`src/rtl/dac_dma_pkg.sv`:
```
// Shared constants and types for the DAC DMA re-arm sequencer.
package dac_dma_pkg;

  // AXI DMA register offsets relative to the DMA base address
  localparam logic [31:0] OFF_DMACR  = 32'h0000_0000;
  localparam logic [31:0] OFF_DMASR  = 32'h0000_0004;
  localparam logic [31:0] OFF_SA     = 32'h0000_0018;
  localparam logic [31:0] OFF_LENGTH = 32'h0000_0028;

  // Register bit constants
  localparam logic [31:0] DMACR_RS        = 32'h0000_0001;
  localparam logic [31:0] DMACR_IOC_IRQEN = 32'h0000_1000;
  localparam logic [31:0] DMASR_IOC_IRQ   = 32'h0000_1000;

  localparam logic [1:0] RESP_OKAY = 2'b00;

  typedef enum logic [2:0] {
    S_IDLE,
    S_WR_CR,
    S_WR_SR,
    S_WR_SA,
    S_WR_LEN,
    S_WAIT_IOC,
    S_WR_ACK,
    S_HALT
  } seq_state_e;

  // States that own one AXI-Lite register write
  function automatic logic is_write_state(input seq_state_e s);
    return (s == S_WR_CR) || (s == S_WR_SR) || (s == S_WR_SA) ||
           (s == S_WR_LEN) || (s == S_WR_ACK);
  endfunction

  // Successor of each setup write once its B response is OKAY
  function automatic seq_state_e next_after_write(input seq_state_e s);
    case (s)
      S_WR_CR:  return S_WR_SR;
      S_WR_SR:  return S_WR_SA;
      S_WR_SA:  return S_WR_LEN;
      S_WR_LEN: return S_WAIT_IOC;
      default:  return S_IDLE;
    endcase
  endfunction

endpackage

```
`src/rtl/axil_single_writer.sv`:
```
// One AXI4-Lite write at a time: AW and W issued together, each dropped
// after its own ready, B accepted once both have been taken.
module axil_single_writer (
  input  logic        aclk,
  input  logic        areset,
  input  logic        start_i,
  input  logic [31:0] addr_i,
  input  logic [31:0] data_i,
  output logic        done_o,
  output logic [1:0]  resp_o,
  output logic [31:0] m_awaddr,
  output logic        m_awvalid,
  input  logic        m_awready,
  output logic [31:0] m_wdata,
  output logic [3:0]  m_wstrb,
  output logic        m_wvalid,
  input  logic        m_wready,
  input  logic [1:0]  m_bresp,
  input  logic        m_bvalid,
  output logic        m_bready
);

  logic        active_q;
  logic        awvalid_q;
  logic        wvalid_q;
  logic [31:0] addr_q;
  logic [31:0] data_q;

  // Launch a write on start, retire each channel on its own handshake
  always_ff @(posedge aclk or posedge areset) begin
    // NOTE: addr/data are reset as well so every output reads 0 out of reset.
    if (areset) begin
      active_q  <= 1'b0;
      awvalid_q <= 1'b0;
      wvalid_q  <= 1'b0;
      addr_q    <= '0;
      data_q    <= '0;
    end else if (start_i) begin
      // NOTE: non-blocking so every flop samples the pre-edge values together.
      active_q  <= 1'b1;
      awvalid_q <= 1'b1;
      wvalid_q  <= 1'b1;
      addr_q    <= addr_i;
      data_q    <= data_i;
    end else begin
      if (awvalid_q && m_awready) awvalid_q <= 1'b0;
      if (wvalid_q && m_wready)   wvalid_q  <= 1'b0;
      if (done_o)                 active_q  <= 1'b0;
    end
  end

  // B is only accepted once both address and data have been taken
  assign m_bready  = active_q & ~awvalid_q & ~wvalid_q;
  assign done_o    = m_bready & m_bvalid;
  assign resp_o    = m_bresp;
  assign m_awaddr  = addr_q;
  assign m_awvalid = awvalid_q;
  assign m_wdata   = data_q;
  assign m_wvalid  = wvalid_q;
  assign m_wstrb   = 4'hF;

endmodule

```
`src/rtl/dac_dma_sequencer.sv`:
```
// Re-arms the AXI DMA MM2S channel feeding the DAC stream FIFO: on FIFO-low
// it writes DMACR/DMASR/SA/LENGTH, waits for IOC, then clears IOC.
module dac_dma_sequencer
  import dac_dma_pkg::*;
#(
  parameter logic [31:0] DMA_BASE    = 32'h4040_0000,
  parameter logic [31:0] SRC_ADDR    = 32'h4000_0000,
  parameter int unsigned XFER_BYTES  = 400,
  parameter int unsigned IRQ_TIMEOUT = 65535
) (
  input  logic        aclk,
  input  logic        areset,
  input  logic        en,
  input  logic        fifo_low,
  input  logic        dma_irq,
  output logic [31:0] m_awaddr,
  output logic        m_awvalid,
  input  logic        m_awready,
  output logic [31:0] m_wdata,
  output logic [3:0]  m_wstrb,
  output logic        m_wvalid,
  input  logic        m_wready,
  input  logic [1:0]  m_bresp,
  input  logic        m_bvalid,
  output logic        m_bready,
  output logic        busy,
  output logic        err,
  output logic [15:0] xfer_count
);

  localparam int unsigned     TW       = $clog2(IRQ_TIMEOUT + 1);
  localparam logic [TW-1:0]   TMO_LAST = TW'(IRQ_TIMEOUT - 1);

  seq_state_e    state_q, state_d;
  logic [TW-1:0] tmo_q, tmo_d;
  logic          err_q, err_d;
  logic [15:0]   xfer_q, xfer_d;

  logic          wr_start;
  logic [31:0]   wr_addr;
  logic [31:0]   wr_data;
  logic          wr_done;
  logic [1:0]    wr_resp;
  logic          wr_ok;

  assign wr_ok = (wr_resp == RESP_OKAY);

  // Sequencer state, IOC timeout counter, sticky error and transfer count
  always_ff @(posedge aclk or posedge areset) begin
    if (areset) begin
      state_q <= S_IDLE;
      tmo_q   <= '0;
      err_q   <= 1'b0;
      xfer_q  <= '0;
    end else begin
      state_q <= state_d;
      tmo_q   <= tmo_d;
      err_q   <= err_d;
      xfer_q  <= xfer_d;
    end
  end

  // Next-state logic; the timeout counter is held at 0 outside WAIT_IOC
  always_comb begin
    // NOTE: defaults first so no path through the case can infer a latch.
    state_d = state_q;
    tmo_d   = '0;
    err_d   = err_q;
    xfer_d  = xfer_q;
    unique case (state_q)
      S_IDLE: begin
        if (en && fifo_low) state_d = S_WR_CR;
      end
      S_WR_CR, S_WR_SR, S_WR_SA, S_WR_LEN, S_WR_ACK: begin
        if (wr_done) begin
          if (!wr_ok) begin
            state_d = S_HALT;
            err_d   = 1'b1;
          end else if (state_q == S_WR_ACK) begin
            state_d = S_IDLE;
            xfer_d  = xfer_q + 16'd1;
          end else begin
            state_d = next_after_write(state_q);
          end
        end
      end
      S_WAIT_IOC: begin
        // An IOC arriving in the last allowed cycle still wins over expiry
        if (dma_irq) begin
          state_d = S_WR_ACK;
        end else if (tmo_q == TMO_LAST) begin
          state_d = S_HALT;
          err_d   = 1'b1;
        end else begin
          tmo_d = tmo_q + TW'(1);
        end
      end
      S_HALT: begin
        state_d = S_HALT;
      end
      default: begin
        state_d = S_HALT;
      end
    endcase
  end

  // Launch the register write belonging to the state being entered
  always_comb begin
    wr_start = (state_d != state_q) && is_write_state(state_d);
    wr_addr  = DMA_BASE;
    wr_data  = '0;
    case (state_d)
      S_WR_CR: begin
        wr_addr = DMA_BASE + OFF_DMACR;
        wr_data = DMACR_RS | DMACR_IOC_IRQEN;
      end
      S_WR_SR, S_WR_ACK: begin
        wr_addr = DMA_BASE + OFF_DMASR;
        wr_data = DMASR_IOC_IRQ;
      end
      S_WR_SA: begin
        wr_addr = DMA_BASE + OFF_SA;
        wr_data = SRC_ADDR;
      end
      S_WR_LEN: begin
        wr_addr = DMA_BASE + OFF_LENGTH;
        wr_data = 32'(XFER_BYTES);
      end
      default: begin
        wr_addr = DMA_BASE;
      end
    endcase
  end

  axil_single_writer u_writer (
    .aclk      (aclk),
    .areset    (areset),
    .start_i   (wr_start),
    .addr_i    (wr_addr),
    .data_i    (wr_data),
    .done_o    (wr_done),
    .resp_o    (wr_resp),
    .m_awaddr  (m_awaddr),
    .m_awvalid (m_awvalid),
    .m_awready (m_awready),
    .m_wdata   (m_wdata),
    .m_wstrb   (m_wstrb),
    .m_wvalid  (m_wvalid),
    .m_wready  (m_wready),
    .m_bresp   (m_bresp),
    .m_bvalid  (m_bvalid),
    .m_bready  (m_bready)
  );

  assign busy       = (state_q != S_IDLE) && (state_q != S_HALT);
  assign err        = err_q;
  assign xfer_count = xfer_q;

endmodule

```
`config.mk`:
```
export PLATFORM = sky130hd
export DESIGN_NAME = dac_dma_sequencer
export DESIGN_NICKNAME = d
export VERILOG_FILES = /design/src/rtl/dac_dma_pkg.sv /design/src/rtl/axil_single_writer.sv /design/src/rtl/dac_dma_sequencer.sv
export SDC_FILE = /design/constraint.sdc
export NUM_CORES = 1
export LEC_CHECK = 0
export ABC_CLOCK_PERIOD_IN_PS = 2350
export CORE_MARGIN = 5
export CORE_UTILIZATION = 61
export CTS_BUF_LIST = sky130_fd_sc_hd__clkbuf_16
export DETAILED_ROUTE_END_ITERATION = 16
export DONT_BUFFER_PORTS = 1
export PLACE_DENSITY = 0.81
export SLEW_MARGIN = 15
export SYNTH_ARGS = -nofsm -noshare
export SYNTH_HDL_FRONTEND = slang
export SYNTH_SLANG_ARGS = --single-unit
export TNS_END_PERCENT = 30
```
`constraint.sdc`:
```
create_clock -name aclk -period 2.35 [get_ports aclk]
set_input_delay 0.47 -clock aclk [delete_from_list [all_inputs] [get_ports aclk]]
set_output_delay 0.47 -clock aclk [all_outputs]
set_load 0.05 [all_outputs]
```
After elaboration in Yosys (flattened, before gate mapping)
Index checks and enable logic that the tools add are counted.
{ "op_classes": {"addsub": 2, "eq_ne": 19, "mux": 24, "n_bitwise": 5, "n_reduce_logical": 20} }
{ "op_table": {"columns": ["cell", "count"], "rows": [
  ["case mux 31 bit (4 select lines)", 1],
  ["2-to-1 mux 16 bit", 3],
  ["adder 16 x 1 -> 16 bit (second input constant)", 2],
  ["case mux 3 bit (4 select lines)", 2],
  ["equality test 3 bit (second input constant)", 6],
  ["2-to-1 mux 3 bit", 6],
  ["case mux 6 bit (3 select lines)", 1],
  ["equality test 16 bit (second input constant)", 1],
  ["equality test 3 x 2 -> 1 bit (second input constant)", 4],
  ["2-to-1 mux 1 bit", 10],
  ["nonzero test 2 bit", 4],
  ["equality test 3 x 1 -> 1 bit (second input constant)", 2],
  ["inequality test 2 bit (second input constant)", 3],
  ["logical AND 1 bit", 5],
  ["AND reduction 5 bit", 1],
  ["OR reduction 5 bit", 1],
  ["logical OR 1 bit", 4],
  ["AND reduction 4 bit", 1],
  ["bitwise AND 1 bit", 3],
  ["logical NOT 3 bit", 1],
  ["inequality test 3 bit", 1],
  ["inequality test 3 bit (second input constant)", 1],
  ["nonzero test 3 bit", 1],
  ["logical NOT 2 bit", 1],
  ["other kinds (4)", 5]
]} }
{ "totals": {"ff_bits": 103, "in_bits": 10, "out_inout_bits": 89, "elab_cells": 79} }

Depth between registers and ports, before layout
Gate-level depths: netlist of run 1.
{ "depth": {"word_depth": 13, "mapped_depth": 8, "ltp_nobuf": 7} }

Modules after synthesis
Synthesis of run 1 repeated with hierarchy kept, for this count alone.
{ "hier_totals": {"hier_cells": 354, "area_unflattened_um2": 4639.4} }
{ "by_module_without_submodules": {"columns": ["mod", "n_inst", "cells_per_inst", "area_each_um2", "seq_area_each_um2"], "rows": [
  ["axil_single_writer", 1, 156, 2706.3, 1676.6],
  ["dac_dma_sequencer", 1, 198, 1933.1, 900.9]
]} }

Worst setup path before layout of run 1
No wires, ideal clock.
{ "synth_timing": {"kind": "register -> register", "startpoint": "register u_writer.wvalid_q (netlist: u_writer.m_wvalid)", "endpoint": "register u_writer.addr_q[3] (netlist: u_writer.m_awaddr[3])", "setup_time_ns": 0.125, "arrival_ns": 2.228, "required_time_ns": 2.225, "setup_slack_ns": -0.003, "path_stages_with_launch": 9, "n_path_buf": 2, "synth_period_minus_slack_ns": 2.353, "path_cell_list": "dfrtp_1 nand4bb_1 buf_6 or3_4 a32oi_2 o22a_2 nor2b_1 buf_6 mux2_4"} }
{ "synth_between": {"elab_chain_cells": 11, "word_cells_on_any_way": 18, "classes_between": "6 x eq/ne; 3 x mux; 3 x bitwise; 6 x reduce/logical"} }
{ "synth_rtl": {"columns": ["element", "line_no", "rtl"], "rows": [
  ["from (decl)", "axil_single_writer.sv:25", "logic wvalid_q;"],
  ["from (signal assigned)", "axil_single_writer.sv:35", "wvalid_q <= 1'b0;"],
  ["from (signal assigned)", "axil_single_writer.sv:42", "wvalid_q <= 1'b1;"],
  ["from (signal assigned)", "axil_single_writer.sv:47", "if (wvalid_q && m_wready) wvalid_q <= 1'b0;"],
  ["inverter 1 bit (*)", "axil_single_writer.sv:53", "assign m_bready = active_q & ~awvalid_q & ~wvalid_q;"],
  ["bitwise AND 1 bit (*)", "axil_single_writer.sv:53", null],
  ["bitwise AND 1 bit (*)", "axil_single_writer.sv:54", "assign done_o = m_bready & m_bvalid;"],
  ["2-to-1 mux 3 bit (*)", "dac_dma_sequencer.sv:75", "if (wr_done) begin"],
  ["case mux 3 bit (4 select lines) (*)", "dac_dma_sequencer.sv:70", "unique case (state_q)"],
  ["equality test 3 x 1 -> 1 bit or equality test 3 x 2 -> 1 bit (tied branches)", "dac_dma_pkg.sv:30, dac_dma_sequencer.sv:112", null],
  ["logical OR 1 bit (3 in series)", "dac_dma_pkg.sv:30", "return (s == S_WR_CR) || (s == S_WR_SR) || (s == S_WR_SA) ||"],
  ["logical OR 1 bit", "dac_dma_pkg.sv:31", "(s == S_WR_LEN) || (s == S_WR_ACK);"],
  ["logical AND 1 bit", "dac_dma_sequencer.sv:109", "wr_start = (state_d != state_q) && is_write_state(state_d);"],
  ["to (signal assigned)", "axil_single_writer.sv:43", "addr_q <= addr_i;"],
  ["to (decl)", "axil_single_writer.sv:26", "logic [31:0] addr_q;"]
]} }
Every way passes the cells marked *; elsewhere a longest branch is shown, timed or not.
A chain may end at the register's enable or synchronous reset.

Worst setup path after layout of run 1
{ "layout_timing": {"startpoint": "register u_writer.awvalid_q (netlist: u_writer.m_awvalid)", "endpoint": "register u_writer.addr_q[4] (netlist: u_writer.m_awaddr[4])"} }
{ "layout_between": {"elab_chain_cells": 12, "word_cells_on_any_way": 19, "classes_between": "6 x eq/ne; 3 x mux; 4 x bitwise; 6 x reduce/logical"} }
{ "layout_rtl": {"columns": ["element", "line_no", "rtl"], "rows": [
  ["from (decl)", "axil_single_writer.sv:24", "logic awvalid_q;"],
  ["from (signal assigned)", "axil_single_writer.sv:34", "awvalid_q <= 1'b0;"],
  ["from (signal assigned)", "axil_single_writer.sv:41", "awvalid_q <= 1'b1;"],
  ["from (signal assigned)", "axil_single_writer.sv:46", "if (awvalid_q && m_awready) awvalid_q <= 1'b0;"],
  ["inverter 1 bit (*)", "axil_single_writer.sv:53", null],
  ["bitwise AND 1 bit (*) (2 in series)", "axil_single_writer.sv:53", null],
  ["bitwise AND 1 bit (*)", "axil_single_writer.sv:54", null],
  ["2-to-1 mux 3 bit (*)", "dac_dma_sequencer.sv:75", null],
  ["case mux 3 bit (4 select lines) (*)", "dac_dma_sequencer.sv:70", null],
  ["equality test 3 x 1 -> 1 bit or equality test 3 x 2 -> 1 bit (tied branches)", "dac_dma_pkg.sv:30, dac_dma_sequencer.sv:112", null],
  ["logical OR 1 bit (3 in series)", "dac_dma_pkg.sv:30", null],
  ["logical OR 1 bit", "dac_dma_pkg.sv:31", null],
  ["logical AND 1 bit", "dac_dma_sequencer.sv:109", null]
]} }
Marked as above.

==> results.txt, run 1 <==
Status - finished, final reports clean
Avg Inst Size Synth - 9.77 µm²
Crit Reg-Reg Endpoint - u_writer.m_awaddr[4]$_DFFE_PP0P_
CTS tree - built
Post-route minimum period - 2.18 ns
CTS Root Cell - clkbuf_16
Flop-to-flop setup slack - 0.17 ns
Cell Area, Synth - 0.00278 mm²
Vias in the first global route - 1761
Initial Utilization - 63.5%
Ports - 99
Fin Clk Skew - 0.00684 ns
Total power - 3.03 mW
DIE AREA - 0.00601 mm²
Placement Setup Slack - 0.128 ns
First-pass GRT wire length - 8230 µm
Net Sw Power - 1.33 mW
Die W - 77.6 µm
RSZ-0062 raised after global routing - false
Hold bufs inserted after CTS - 0
CTS Buf Count - 5
WL per Instance - 14.1 µm
Total grt overflow - 0
Worst IR Drop VDD - 0.672 mV
Largest net degree at the start of global routing - 48
Detailed router's first-iteration violation count - 60
Post-synth EDFFs - 0
H-tree levels - 2
Area delta synth->final - 2.47%
Setup violators final - 0
Hold Fails Final Rpt - 0
Max Root-Sink Buffers - 2
Core ar. - 0.00438 mm²
IO buf count - 0
Comb pwr share - 39.7%
Detail Placement HPWL - 3770 µm
Num rows - 24
# DRC - 0
Slew HR - 41.1%
Hold/Removal Path Class - in2async
Avg Vias per Cell - 5.12
Clk Latency, worst-skew pair - 0.29 ns
Sequential share of power - 38.2%
Flops & latches, synth - 47
Mapped Cells - 285
Finished Core Util - 65.1%
R2R depth - 8
WP data required - 2.52 ns
Fin nets - 311
Hold_ws - 0.205 ns
Final worst slack - 0.167 ns
Fmax - 458 MHz
Crit path DAT - 2.35 ns
PwrDens - 1060 mW/mm²
Initial antenna violation count - 0
Register area share after synthesis - 42.2%
Setup TNS - 0 ns
Ys async rst share - 100%
Max-slew violation count - 0
RR Startpoint - u_writer.m_awvalid$_DFFE_PP0P_
Leak - 1.35 nW
Share of cells above drive strength 1 - 14.0%
Clk slew on worst S/H paths - 0.06 ns
Max Cap Viol - 0
Total wire length - 4940 µm
Internal power - 1.69 mW
Worst Path Max Fanout - 10
CTS sink cnt - 47
Worst slew pin tran - 0.884 ns
Worst setup path class - reg2reg
Clock network power share - 22.1%
GRT Overall Usage - 16.7%
N_diodes - 0
Most frequent cells in the layout - 56 x conb_1, 45 x dfrtp_1, 32 x nor2_1
Most common cell after layout, fill and taps aside - conb_1
ANT nets after route - 0
Switching share of power - 44.0%
Synth Flop Type - dfrtp_1
Warnings from Yosys - 0
Yosys cell types - 48
Routability cong. - 0.906
Total number of vias - 1797
Crit share post-route - 92.9%
Crit path launch type - flop
Critical Path Sink Type - flop
DIE HEIGHT - 77.6 µm
Drt first pass iters - 5
==> worst max path at each step <==
stage	to	cells past startpoint	start	slack, ns
6_report	u_writer.m_awaddr[4]$_DFFE_PP0P_	8	u_writer.m_awvalid$_DFFE_PP0P_	0.17
5_1_grt	xfer_count[15]$_DFFE_PP0P_	7	u_writer.m_awvalid$_DFFE_PP0P_	0.01
4_1_cts	u_writer.m_awaddr[4]$_DFFE_PP0P_	8	u_writer.m_awvalid$_DFFE_PP0P_	0.1
3_5_place_dp	u_writer.m_awaddr[4]$_DFFE_PP0P_	8	u_writer.m_awvalid$_DFFE_PP0P_	0.13
3_3_place_gp	u_writer.m_wdata[30]$_DFFE_PP0P_	7	m_bresp[1]	0.17
2_1_floorplan	u_writer.m_awaddr[3]$_DFFE_PP0P_	8	u_writer.m_awvalid$_DFFE_PP0P_	0.01
==> critical path: stages (launching register included) <==
cell,delay (ns)
dfrtp_1,0.42
nand4bb_1,0.22
buf_4,0.19
a21oi_1,0.23
a32oi_2,0.11
o22a_2,0.28
nor2b_1,0.11
buf_4,0.20
mux2_4,0.31
==> power groups by stage <==
stage | Clock [mW] | Combinational, mW | Sequential, mW
2_1_floorplan | 0 | 1.00 | 1.24
3_3_place_gp | 0 | 1.18 | 1.16
3_5_place_dp | 0 | 1.20 | 1.17
4_1_cts | 0.688 | 1.21 | 1.16
5_1_grt | 0.731 | 1.28 | 1.18
6_report | 0.670 | 1.20 | 1.16
==> timing repair <==
action,CTS,global route
gates resized for setup,0,1
setup buffers,0,0
setup endpoints to repair,0,3
==> sequential cells by signal (all words and copies together), names as in the netlist <==
| signal | cells |
|---|---|
| u_writer.m_wdata | 3 |
| u_writer.m_awvalid | 1 |
| u_writer.active_q | 1 |
| state_q | 3 |
| u_writer.m_wvalid | 1 |
| u_writer.m_awaddr | 5 |
| xfer_count | 16 |
| err | 1 |
| tmo_q | 16 |
==> cells in the mapped netlist, types with 3 or more instances <==
library cell / number / share of area [%]
buf_4: 60 / 16
dfrtp_1: 47 / 42
nor2_1: 32 / 4.3
nand2_1: 14 / 1.9
nand3_1: 14 / 2.5
xnor2_1: 14 / 4.4
xor2_1: 14 / 4.4
nand4_1: 10 / 2.2
inv_1: 9 / 1.2
and3_1: 5 / 1.1
a21oi_1: 4 / 0.72
mux2i_1: 4 / 1.4
a21o_1: 3 / 0.81
clkbuf_1: 3 / 0.40
ha_1: 3 / 1.3
mux2_4: 3 / 1.6
o21ai_0: 3 / 0.54
or2_2: 3 / 0.67
==> area by class of cell <==
| cell class | count | area [µm²] |
|---|---|---|
| clock inverter | 3 | 16.3 |
| timing repair buffer | 20 | 150 |
| clock buffer | 5 | 125 |
| inverter | 9 | 33.8 |
| tap | 52 | 65.1 |
| multi-input combinational | 215 | 1280 |
| sequential | 47 | 1180 |
| fill | 362 | 1530 |
==> stage by stage <==
| stage | instance area (µm²) | instances |
|---|---|---|
| 6_report | 2850 | 351 |
| 4_1_cts | 2850 | 351 |
| 2_1_floorplan | 2990 | 339 |
| 3_5_place_dp | 2710 | 343 |
| 5_1_grt | 2850 | 351 |
| 3_3_place_gp | 2710 | 343 |
==> routing by layer <==
layer	share of wire, %	GRT usage (%)	routed length (µm)
met4	1.8	5.67	88
met2	52	29.2	2560
met1	37	19.0	1850
met3	8.9	5.90	438
met5	0	0	0
==> kinds of logic after synthesis <==
logic type / share of synthesized area (%)
compound gates: 6.43
flops: 42.2
mux: 3.46
fa+ha+maj: 1.71
buf+inv: 19.1
simple gates: 18.0
xor+xnor: 8.81
other cells: 0.270
Note: power is estimated with default switching activity, not from simulation.
==> run 2, diff against run 1 <==
--- a/config.mk
+++ b/config.mk
@@ -6,6 +6,7 @@
 export NUM_CORES = 1
 export LEC_CHECK = 0
 export ABC_CLOCK_PERIOD_IN_PS = 2350
+export CAP_MARGIN = 20
 export CORE_MARGIN = 5
 export CORE_UTILIZATION = 61
 export CTS_BUF_LIST = sky130_fd_sc_hd__clkbuf_16
==> results of run 2 <==
Same layout as run 1: the final DEF is identical, and so are final timing and power.
